--- config.mk ---
export PLATFORM = sky130hd
export DESIGN_NAME = rx_frame_assembler
export DESIGN_NICKNAME = d
export VERILOG_FILES = /design/src/rtl/rx_frame_assembler.sv
export SDC_FILE = /design/constraint.sdc
export NUM_CORES = 1
export LEC_CHECK = 0
export BUFFER_PORTS_ARGS = -buffer_cell sky130_fd_sc_hd__buf_2
export CAP_MARGIN = 10
export CORE_ASPECT_RATIO = 1.1
export CORE_MARGIN = 2
export CORE_UTILIZATION = 30
export CTS_CLUSTER_SIZE = 40
export DETAILED_ROUTE_END_ITERATION = 10
export GPL_ROUTABILITY_DRIVEN = 0
export PLACE_DENSITY = 0.43
export SETUP_SLACK_MARGIN = 0.4
export SLEW_MARGIN = 20
export SYNTH_ARGS = -nofsm -noshare
export SYNTH_HDL_FRONTEND = slang
export SYNTH_SLANG_ARGS = --single-unit
--- constraint.sdc ---
create_clock -name clk -period 3.6 [get_ports clk]
set_input_delay 0.36 -clock clk [delete_from_list [all_inputs] [get_ports clk]]
set_output_delay 0.36 -clock clk [all_outputs]
set_load 0.02 [all_outputs]
--- src/rtl/rx_frame_assembler.sv ---
// rx_frame_assembler
// ------------------
// Receive-chain frame back-end. It collects the decoded serial bits between
// sof and eof into WORD_WIDTH-bit words (first bit in the MSB). The last
// completed word is held in a one-entry staging register so that it can be
// tagged as the frame's final word if nothing follows it. Words go into a
// first-word-fall-through output FIFO with valid/ready. A bit-serial CRC
// runs over every accepted bit and is checked against a fixed residue when
// the frame ends.
//
// Ports
//   clk, rst          clock, synchronous active-high reset
//   sof, eof          frame start / end pulses
//   in_dat, in_vld    decoded bit and its qualifier
//   out_dat/out_last  FIFO head word and its end-of-frame tag
//   out_vld/out_rdy   FIFO head handshake
//   frame_done        one-cycle pulse when a frame is fully committed
//   crc_ok            residue matched for the last finished frame
//   bit_count         bits accepted in the current or last frame
//   overflow          sticky: frame aborted on FIFO full or MAX_BITS
module rx_frame_assembler #(
    parameter int                   WORD_WIDTH  = 8,
    parameter int                   FIFO_DEPTH  = 4,
    parameter int                   CRC_WIDTH   = 16,
    parameter logic [CRC_WIDTH-1:0] CRC_POLY    = 16'h1021,
    parameter logic [CRC_WIDTH-1:0] CRC_INIT    = 16'hFFFF,
    parameter logic [CRC_WIDTH-1:0] CRC_RESIDUE = 16'h1D0F,
    parameter int                   MAX_BITS    = 512
) (
    input  logic                          clk,
    input  logic                          rst,
    input  logic                          sof,
    input  logic                          eof,
    input  logic                          in_dat,
    input  logic                          in_vld,
    output logic [WORD_WIDTH-1:0]         out_dat,
    output logic                          out_last,
    output logic                          out_vld,
    input  logic                          out_rdy,
    output logic                          frame_done,
    output logic                          crc_ok,
    output logic [$clog2(MAX_BITS+1)-1:0] bit_count,
    output logic                          overflow
);

    localparam int BCW = $clog2(MAX_BITS + 1);
    localparam int PCW = $clog2(WORD_WIDTH + 1);
    localparam int AW  = $clog2(FIFO_DEPTH);

    typedef enum logic [1:0] {S_IDLE, S_RECV, S_FLUSH} state_t;

    state_t                state_q;
    logic [CRC_WIDTH-1:0]  crc_q;
    logic [BCW-1:0]        cnt_q;
    logic [WORD_WIDTH-1:0] part_q;      // partial word, right-justified
    logic [PCW-1:0]        pcnt_q;      // bits held in part_q
    logic [WORD_WIDTH-1:0] stg_q;
    logic                  stg_vld_q;
    logic                  frame_done_q;
    logic                  crc_ok_q;
    logic                  ovf_q;

    // Output FIFO: {last, word} per entry.
    logic [WORD_WIDTH:0]   mem [FIFO_DEPTH];
    logic [AW-1:0]         wr_q, rd_q;
    logic [AW:0]           fcnt_q;

    logic                  pop, space, accept, cap_hit, ovf_event;
    logic                  push_en, push_last;
    logic [WORD_WIDTH-1:0] push_word, part_left, word_d;
    logic [CRC_WIDTH-1:0]  crc_d;
    logic [PCW-1:0]        shamt;
    logic                  fb;

    assign out_vld    = (fcnt_q != '0);
    assign out_dat    = out_vld ? mem[rd_q][WORD_WIDTH-1:0] : '0;
    assign out_last   = out_vld && mem[rd_q][WORD_WIDTH];
    assign frame_done = frame_done_q;
    assign crc_ok     = crc_ok_q;
    assign bit_count  = cnt_q;
    assign overflow   = ovf_q;

    assign pop   = out_vld && out_rdy;
    // A full FIFO still takes a push when the head leaves in the same cycle.
    assign space = (fcnt_q != (AW+1)'(FIFO_DEPTH)) || pop;

    always_comb begin
        // NOTE: every signal gets a default first so no path leaves it unassigned (no latch).
        fb        = crc_q[CRC_WIDTH-1] ^ in_dat;
        crc_d     = {crc_q[CRC_WIDTH-2:0], 1'b0} ^ (fb ? CRC_POLY : '0);
        word_d    = {part_q[WORD_WIDTH-2:0], in_dat};
        shamt     = PCW'(WORD_WIDTH) - pcnt_q;
        part_left = part_q << shamt;

        accept    = (state_q == S_RECV) && in_vld && !sof;
        cap_hit   = (cnt_q == BCW'(MAX_BITS));
        ovf_event = accept && (cap_hit || (stg_vld_q && !space));

        push_en   = 1'b0;
        push_last = 1'b0;
        push_word = stg_q;
        if (state_q == S_RECV) begin
            // The staged word leaves when the next bit arrives, proving it is not last.
            push_en = accept && stg_vld_q && !ovf_event;
        end else if (state_q == S_FLUSH && !sof && (stg_vld_q || pcnt_q != '0) && space) begin
            push_en   = 1'b1;
            push_last = stg_vld_q ? (pcnt_q == '0) : 1'b1;
            push_word = stg_vld_q ? stg_q : part_left;
        end
    end

    // NOTE: the FIFO storage has no reset; only the pointers and count need one.
    always_ff @(posedge clk) begin
        if (push_en && !rst) mem[wr_q] <= {push_last, push_word};
    end

    always_ff @(posedge clk) begin
        if (rst) begin
            wr_q   <= '0;
            rd_q   <= '0;
            fcnt_q <= '0;
        end else begin
            if (push_en) wr_q <= wr_q + 1'b1;
            if (pop)     rd_q <= rd_q + 1'b1;
            fcnt_q <= fcnt_q + (AW+1)'(push_en) - (AW+1)'(pop);
        end
    end

    // NOTE: sequential state uses non-blocking assignments so all registers update together.
    always_ff @(posedge clk) begin
        if (rst) begin
            state_q      <= S_IDLE;
            crc_q        <= '0;
            cnt_q        <= '0;
            part_q       <= '0;
            pcnt_q       <= '0;
            stg_q        <= '0;
            stg_vld_q    <= 1'b0;
            frame_done_q <= 1'b0;
            crc_ok_q     <= 1'b0;
            ovf_q        <= 1'b0;
        end else begin
            frame_done_q <= 1'b0;
            if (sof) begin
                // Start (or restart) a frame; FIFO contents are left alone.
                state_q   <= S_RECV;
                crc_q     <= CRC_INIT;
                cnt_q     <= '0;
                part_q    <= '0;
                pcnt_q    <= '0;
                stg_vld_q <= 1'b0;
                crc_ok_q  <= 1'b0;
                ovf_q     <= 1'b0;
            end else begin
                case (state_q)
                    S_RECV: begin
                        if (ovf_event) begin
                            ovf_q     <= 1'b1;
                            stg_vld_q <= 1'b0;
                            part_q    <= '0;
                            pcnt_q    <= '0;
                            state_q   <= S_IDLE;
                        end else begin
                            if (accept) begin
                                crc_q <= crc_d;
                                cnt_q <= cnt_q + 1'b1;
                                if (stg_vld_q) stg_vld_q <= 1'b0;
                                if (pcnt_q == PCW'(WORD_WIDTH - 1)) begin
                                    stg_q     <= word_d;
                                    stg_vld_q <= 1'b1;
                                    part_q    <= '0;
                                    pcnt_q    <= '0;
                                end else begin
                                    part_q <= word_d;
                                    pcnt_q <= pcnt_q + 1'b1;
                                end
                            end
                            if (eof) begin
                                if (!accept && cnt_q == '0) begin
                                    // Empty frame: nothing to push.
                                    frame_done_q <= 1'b1;
                                    crc_ok_q     <= 1'b0;
                                    state_q      <= S_IDLE;
                                end else begin
                                    state_q <= S_FLUSH;
                                end
                            end
                        end
                    end
                    S_FLUSH: begin
                        if (push_en) begin
                            if (stg_vld_q) stg_vld_q <= 1'b0;
                            else           pcnt_q    <= '0;
                        end
                        // Finish in the cycle of the final push so frame_done follows it directly.
                        if (push_last || (!stg_vld_q && pcnt_q == '0)) begin
                            frame_done_q <= 1'b1;
                            crc_ok_q     <= (crc_q == CRC_RESIDUE) && (int'(cnt_q) >= CRC_WIDTH);
                            part_q       <= '0;
                            pcnt_q       <= '0;
                            state_q      <= S_IDLE;
                        end
                    end
                    default: ;
                endcase
            end
        end
    end

endmodule
**After elaboration in Yosys (flattened, before gate mapping)**

Memory sizes are Yosys's and may differ from the RTL's. A register that Yosys moved wholly into a read port is not among the register bits.
Cells that the tools add are included.

- Memories kept: 1
- Output and inout port bits: 23
- Register bits after elaboration: 59
- Input bits: 7
- RAM bits: 36
- Word-level logic and storage cells: 141

Memory list:

| memory | words | bits a word | read ports | clocked after Yosys merged registers in | wr ports | line | text |
|---|---|---|---|---|---|---|---|
| mem | 4 | 9 | 1 | 1 | 1 | 64 | `logic [WORD_WIDTH:0] mem [FIFO_DEPTH];` |

- $add $sub $neg: 7
- Equal/unequal tests: 18
- Reductions and logical operators: 44
- Shift-type cells: 1
- Bitwise logic cells: 4
- Mux-type cells: 51
- $lt $le $gt $ge: 1

Operators with widths:

| kind | count |
|---|---|
| 16-bit 2-to-1 mux | 4 |
| 8-bit 2-to-1 mux | 8 |
| 4-bit 2-to-1 mux | 6 |
| 1-bit 2-to-1 mux | 20 |
| 3-bit AND reduction | 6 |
| 16-bit by 13-bit equality test with 1-bit output, second input constant | 1 |
| 8-bit one-hot mux with 2 select lines | 1 |
| 16-bit by 13-bit bitwise XOR with 16-bit output | 1 |
| 1-bit logical AND | 15 |
| 13-bit 2-to-1 mux | 1 |
| 2-bit 2-to-1 mux | 6 |
| 10-bit by 1-bit adder with 10-bit output, second input constant | 1 |
| 10-bit equality test, second input constant | 1 |
| 10-bit by 5-bit greater-or-equal comparator with 1-bit output, second input constant | 1 |
| 10-bit zero test | 1 |
| 5-bit AND reduction | 2 |
| 3-bit by 2-bit inequality test with 1-bit output, second input constant | 3 |
| 3-bit inequality test, second input constant | 3 |
| 2-bit inequality test, second input constant | 4 |
| 4-bit one-hot mux with 2 select lines | 1 |
| 8-bit by 4-bit << shifter with 8-bit output | 1 |
| 1-bit zero test | 6 |
| 1-bit one-hot mux with 2 select lines | 3 |
| 2-bit nonzero test | 3 |
| 20 further kinds | 27 |

**Longest topological paths before layout**

- Word-level depth: 13
- Depth in mapped cells: 14
- Mapped depth without buffers: 13

**Worst setup path after synthesis**

OpenSTA, ideal clock, no wires.

- Path kind: flip-flop to flip-flop
- Start point: reg pcnt_q[0]
- End point: reg fcnt_q[2]
- Path buffers: 1
- Path slack: 0.653 ns
- Setup time: 0.128 ns
- Stages on the path, launching flop included: 14
- Arrival time: 2.820 ns
- Cell sequence: dfxtp_1 > clkbuf_1 > inv_1 > ha_1 > or4b_4 > a32oi_2 > ha_1 > inv_1 > ha_1 > inv_1 > fa_1 > xor2_1 > xnor2_1 > nor2_1

- Cells in the longest elaborated chain, start to end: 8

Ends and longest elaborated chain:

| element | line | text |
|---|---|---|
| from (decl) | 56 | `logic [PCW-1:0] pcnt_q;` |
| from (signal assigned) | 175 | `pcnt_q <= pcnt_q + 1'b1;` |
| 4-bit nonzero test | 105 | `end else if (state_q == S_FLUSH && !sof && (stg_vld_q \|\| pcnt_q != '0) && space) begin` |
| 1-bit logical OR | 105 |  |
| 1-bit logical AND (2 in a row) | 105 |  |
| 1-bit 2-to-1 mux | 105 |  |
| 1-bit 2-to-1 mux | 102 | `if (state_q == S_RECV) begin` |
| 3-bit by 1-bit adder with 3-bit output | 125 | `fcnt_q <= fcnt_q + (AW+1)'(push_en) - (AW+1)'(pop);` |
| 3-bit by 1-bit subtractor with 3-bit output | 125 |  |
| to (signal assigned) | 125 |  |
| to (decl) | 66 | `logic [AW:0] fcnt_q;` |

Every way passes these cells.
A chain may end at the register's enable or synchronous reset.

**Worst setup path after layout**

Same ends and word-level chain as after synthesis.

==> impl_metrics.yaml <==
run_status:
  outcome: "complete, no violations"
setup_path:
  crit_chain: "inv_1 > ha_1 > or4b_4 > a32oi_2 > ha_1 > inv_1 > ha_1 > inv_1 > fa_1 > xor2_1 > xnor2_1 > nor2_1"
  worst_setup_path_end_kind: "flip-flop"
  critPathKind: "reg2reg"
  max_stage_delay_ns: 0.50
  path_max_fanout: 5
  critPathLaunchType: "flip-flop"
  cpMaxStageDelayCell: "or4b_4"
  critPathArrivalTime_ns: 3.15
  worstPathRequired_ns: 3.81
die:
  boundaryPins: 30
  die_area_um2: 16300
  row_count: 47
  start_util_pct: 30.6
  die_x_um: 122
  core-area_um2: 15000
  die_h_um: 134
detailed_routing:
  routedWlPerCell_um: 15.2
  drt_iter0_drc: 136
  vias_per_cell: 5.00
  highest_layer: "met4"
  firstDrtPassIters: 4
  wirelength_um: 9700
  ant_nets: 0
  via_count: 3183
  wl_met3_um: 237
  routed-wl-met2_um: 4800
  drc_errors: 0
  wl_met1_um: 4490
synthesis:
  synth_area_um2: 4590
  synth_top_family_by_area: "simple AND/OR/NAND/NOR gates"
  async_reset_ff_share_pct: 0
  synth.area.mux_share_pct: 9.54
  synth-seq-area-share_pct: 50.1
  yosys_warnings: 0
  synth_compound_area_share_pct: 11.0
  synth.net_count: 438
  synth_cell_types: 62
  synthAdderAreaFrac_pct: 3.71
  syn_inst: 418
  synth_ff_type: "dfxtp_1"
  synth.avg_cell_area_um2: 11.0
  synth_edf_count: 36
  synth-seq-cells: 97
  synthXorXnorAreaFrac_pct: 3.24
  synth-simple-area-share_pct: 18.0
cells_and_area:
  area_growth_pct: 12.5
  fillers: 1575
  final_cell_mix: "dfxtp_1, nor2_1, edfxtp_1"
  final_cell_count_no_fill: 637
  layout-drive-gt1-share_pct: 16.6
  n_antenna_cell: 0
  final_common_cell: "dfxtp_1"
  final_nets: 456
grt:
  first_global_vias: 3074
  gr-total-overflow: 0
  antenna_found_initial: 0
  grt_max_degree: 38
  grt_usage_pct: 12.7
  grt_first_pass_wirelength_um: 16000
cts:
  post-cts-setup-buffers: 0
  cts_tree: "done"
  cts_sinks: 97
  worstSkewPairLatency_ns: 0.35
  clk_pin_slew_ns: 0.08
  cts_buffer_depth: 2
  cts-root-buf: "clkbuf_16"
  cts.repair.resized: 0
  ctsHoldBuffers: 0
  numCtsBuffers: 9
  h-tree-depth: 3
sta:
  maxSlewViolCount: 0
  setup_ws_ns: 0.663
  slew_headroom_pct: 52.9
  hold_viol_final: 0
  clock.fmax_mhz: 340
  skew_ns: 0.00775
  fin_crit_sh_pct: 81.6
  setup_tns_ns: 0
  rsz0062_at_grt: "no"
  setup_viol: 0
  worst_pin_slew_ns: 0.707
  finalCriticalPeriod_ns: 2.94
min_path:
  hold_path.class: "in2reg"
placement:
  place_hpwl_um: 6770
  pre_cts_ws_ns: 0.646
  port-buffer-count: 29
  post-place-cells: 621
power:
  ir_drop_v: 0.000203
  p_leak_nw: 1.86
  finalPower_mw: 2.74
  power_density_nw_per_um2: 530
flow_run:
  maxCapViolCount: 0
[flip-flops by register name (all words and copies together) (netlist names), named ones only]
| name | count |
|---|---|
| crc_ok | 1 |
| bit_count | 10 |
| crc_q | 16 |
| rd_q | 2 |
| fcnt_q | 3 |
| frame_done | 1 |
| pcnt_q | 4 |
| overflow | 1 |
| state_q | 2 |
| wr_q | 2 |
| stg_q | 8 |
| mem | 36 |
| part_q | 8 |
| stg_vld_q | 1 |
[logic make-up (layout without fill, tap and decap cells)]
family / after synthesis / in the layout
AO/OA/AOI/OAI: 67 / 67
XOR/XNOR: 17 / 17
adder cells (fa/ha/maj): 13 / 13
buffers and inverters: 42 / 65
flip-flops: 97 / 97
multiplexers: 30 / 30
AND/OR/NAND/NOR: 152 / 152
[cell usage after synthesis (5+ instances only)]
cell type	n	share of area, %
dfxtp_1	61	27
nor2_1	53	4.3
edfxtp_1	36	24
mux2i_1	19	4.1
inv_1	17	1.4
o22ai_1	17	2.3
nand2_1	15	1.2
nand3_1	15	1.6
and2_1	14	1.9
clkbuf_1	13	1.1
ha_1	12	3.3
mux4_2	11	5.4
a21oi_1	10	1.1
a32o_1	9	2.0
xnor2_1	9	1.7
xor2_1	8	1.5
nand4_1	7	0.95
nor3_1	7	0.76
nand2b_1	6	0.82
buf_2	5	0.55
or3_1	5	0.68
[critical path, delay by kind of cell (launching register included)]
family                   cells  cell delay, ns
AO/OA/AOI/OAI                1            0.35
buffers and inverters        3            0.22
flip-flops                   1            0.31
adder cells (fa/ha/maj)      4            1.04
AND/OR/NAND/NOR              2            0.55
XOR/XNOR                     2            0.31
[cell type report]
cell class              instances  area (um^2)  area share, %
multi-input cells             279         2090           40.5
clock inverters                 7         70.1           1.36
well taps                     196          245           4.75
clock buffers                   9          225           4.36
repair buffers                 32          168           3.25
flip-flops and latches         97         2300           44.6
inverters                      17         63.8           1.24
[layer usage]
layer | global-route usage, % | vias to the layer above
met1 | 15.9 | 1547
met3 | 2.18 | 11
met4 | 5.17 | 0
li1 | - | 1585
met2 | 21.5 | 40
met5 | 0 | -
[final timing paths]
check	slack (ns)	to	cells past startpoint	startpoint
setup / recovery	0.66	fcnt_q[2]	12	pcnt_q[0]
hold / removal	0.32	part_q[0]	2	in_dat
setup reg to reg	0.66	fcnt_q[2]	12	pcnt_q[0]
hold reg to reg	0.46	overflow	2	overflow
[per-stage QoR]
| step | util [%] | cell area, um^2 | hold WS, ns |
|---|---|---|---|
| global placement | 32.5 | 4870 | 0.449 |
| global route | 34.4 | 5160 | 0.329 |
| floorplan | - | 4590 | 0.437 |
| CTS | 34.4 | 5160 | 0.319 |
| finish | 34.4 | 5160 | 0.324 |
| detailed placement | 32.5 | 4870 | 0.456 |
[power by group]
group	switching, mW	leakage, nW	total (mW)	internal (mW)
registers	0.0737	0.789	1.25	1.18
clock network	0.457	0.143	0.947	0.491
logic	0.308	0.927	0.540	0.232
No activity file was read; power rests on OpenSTA's default activity.
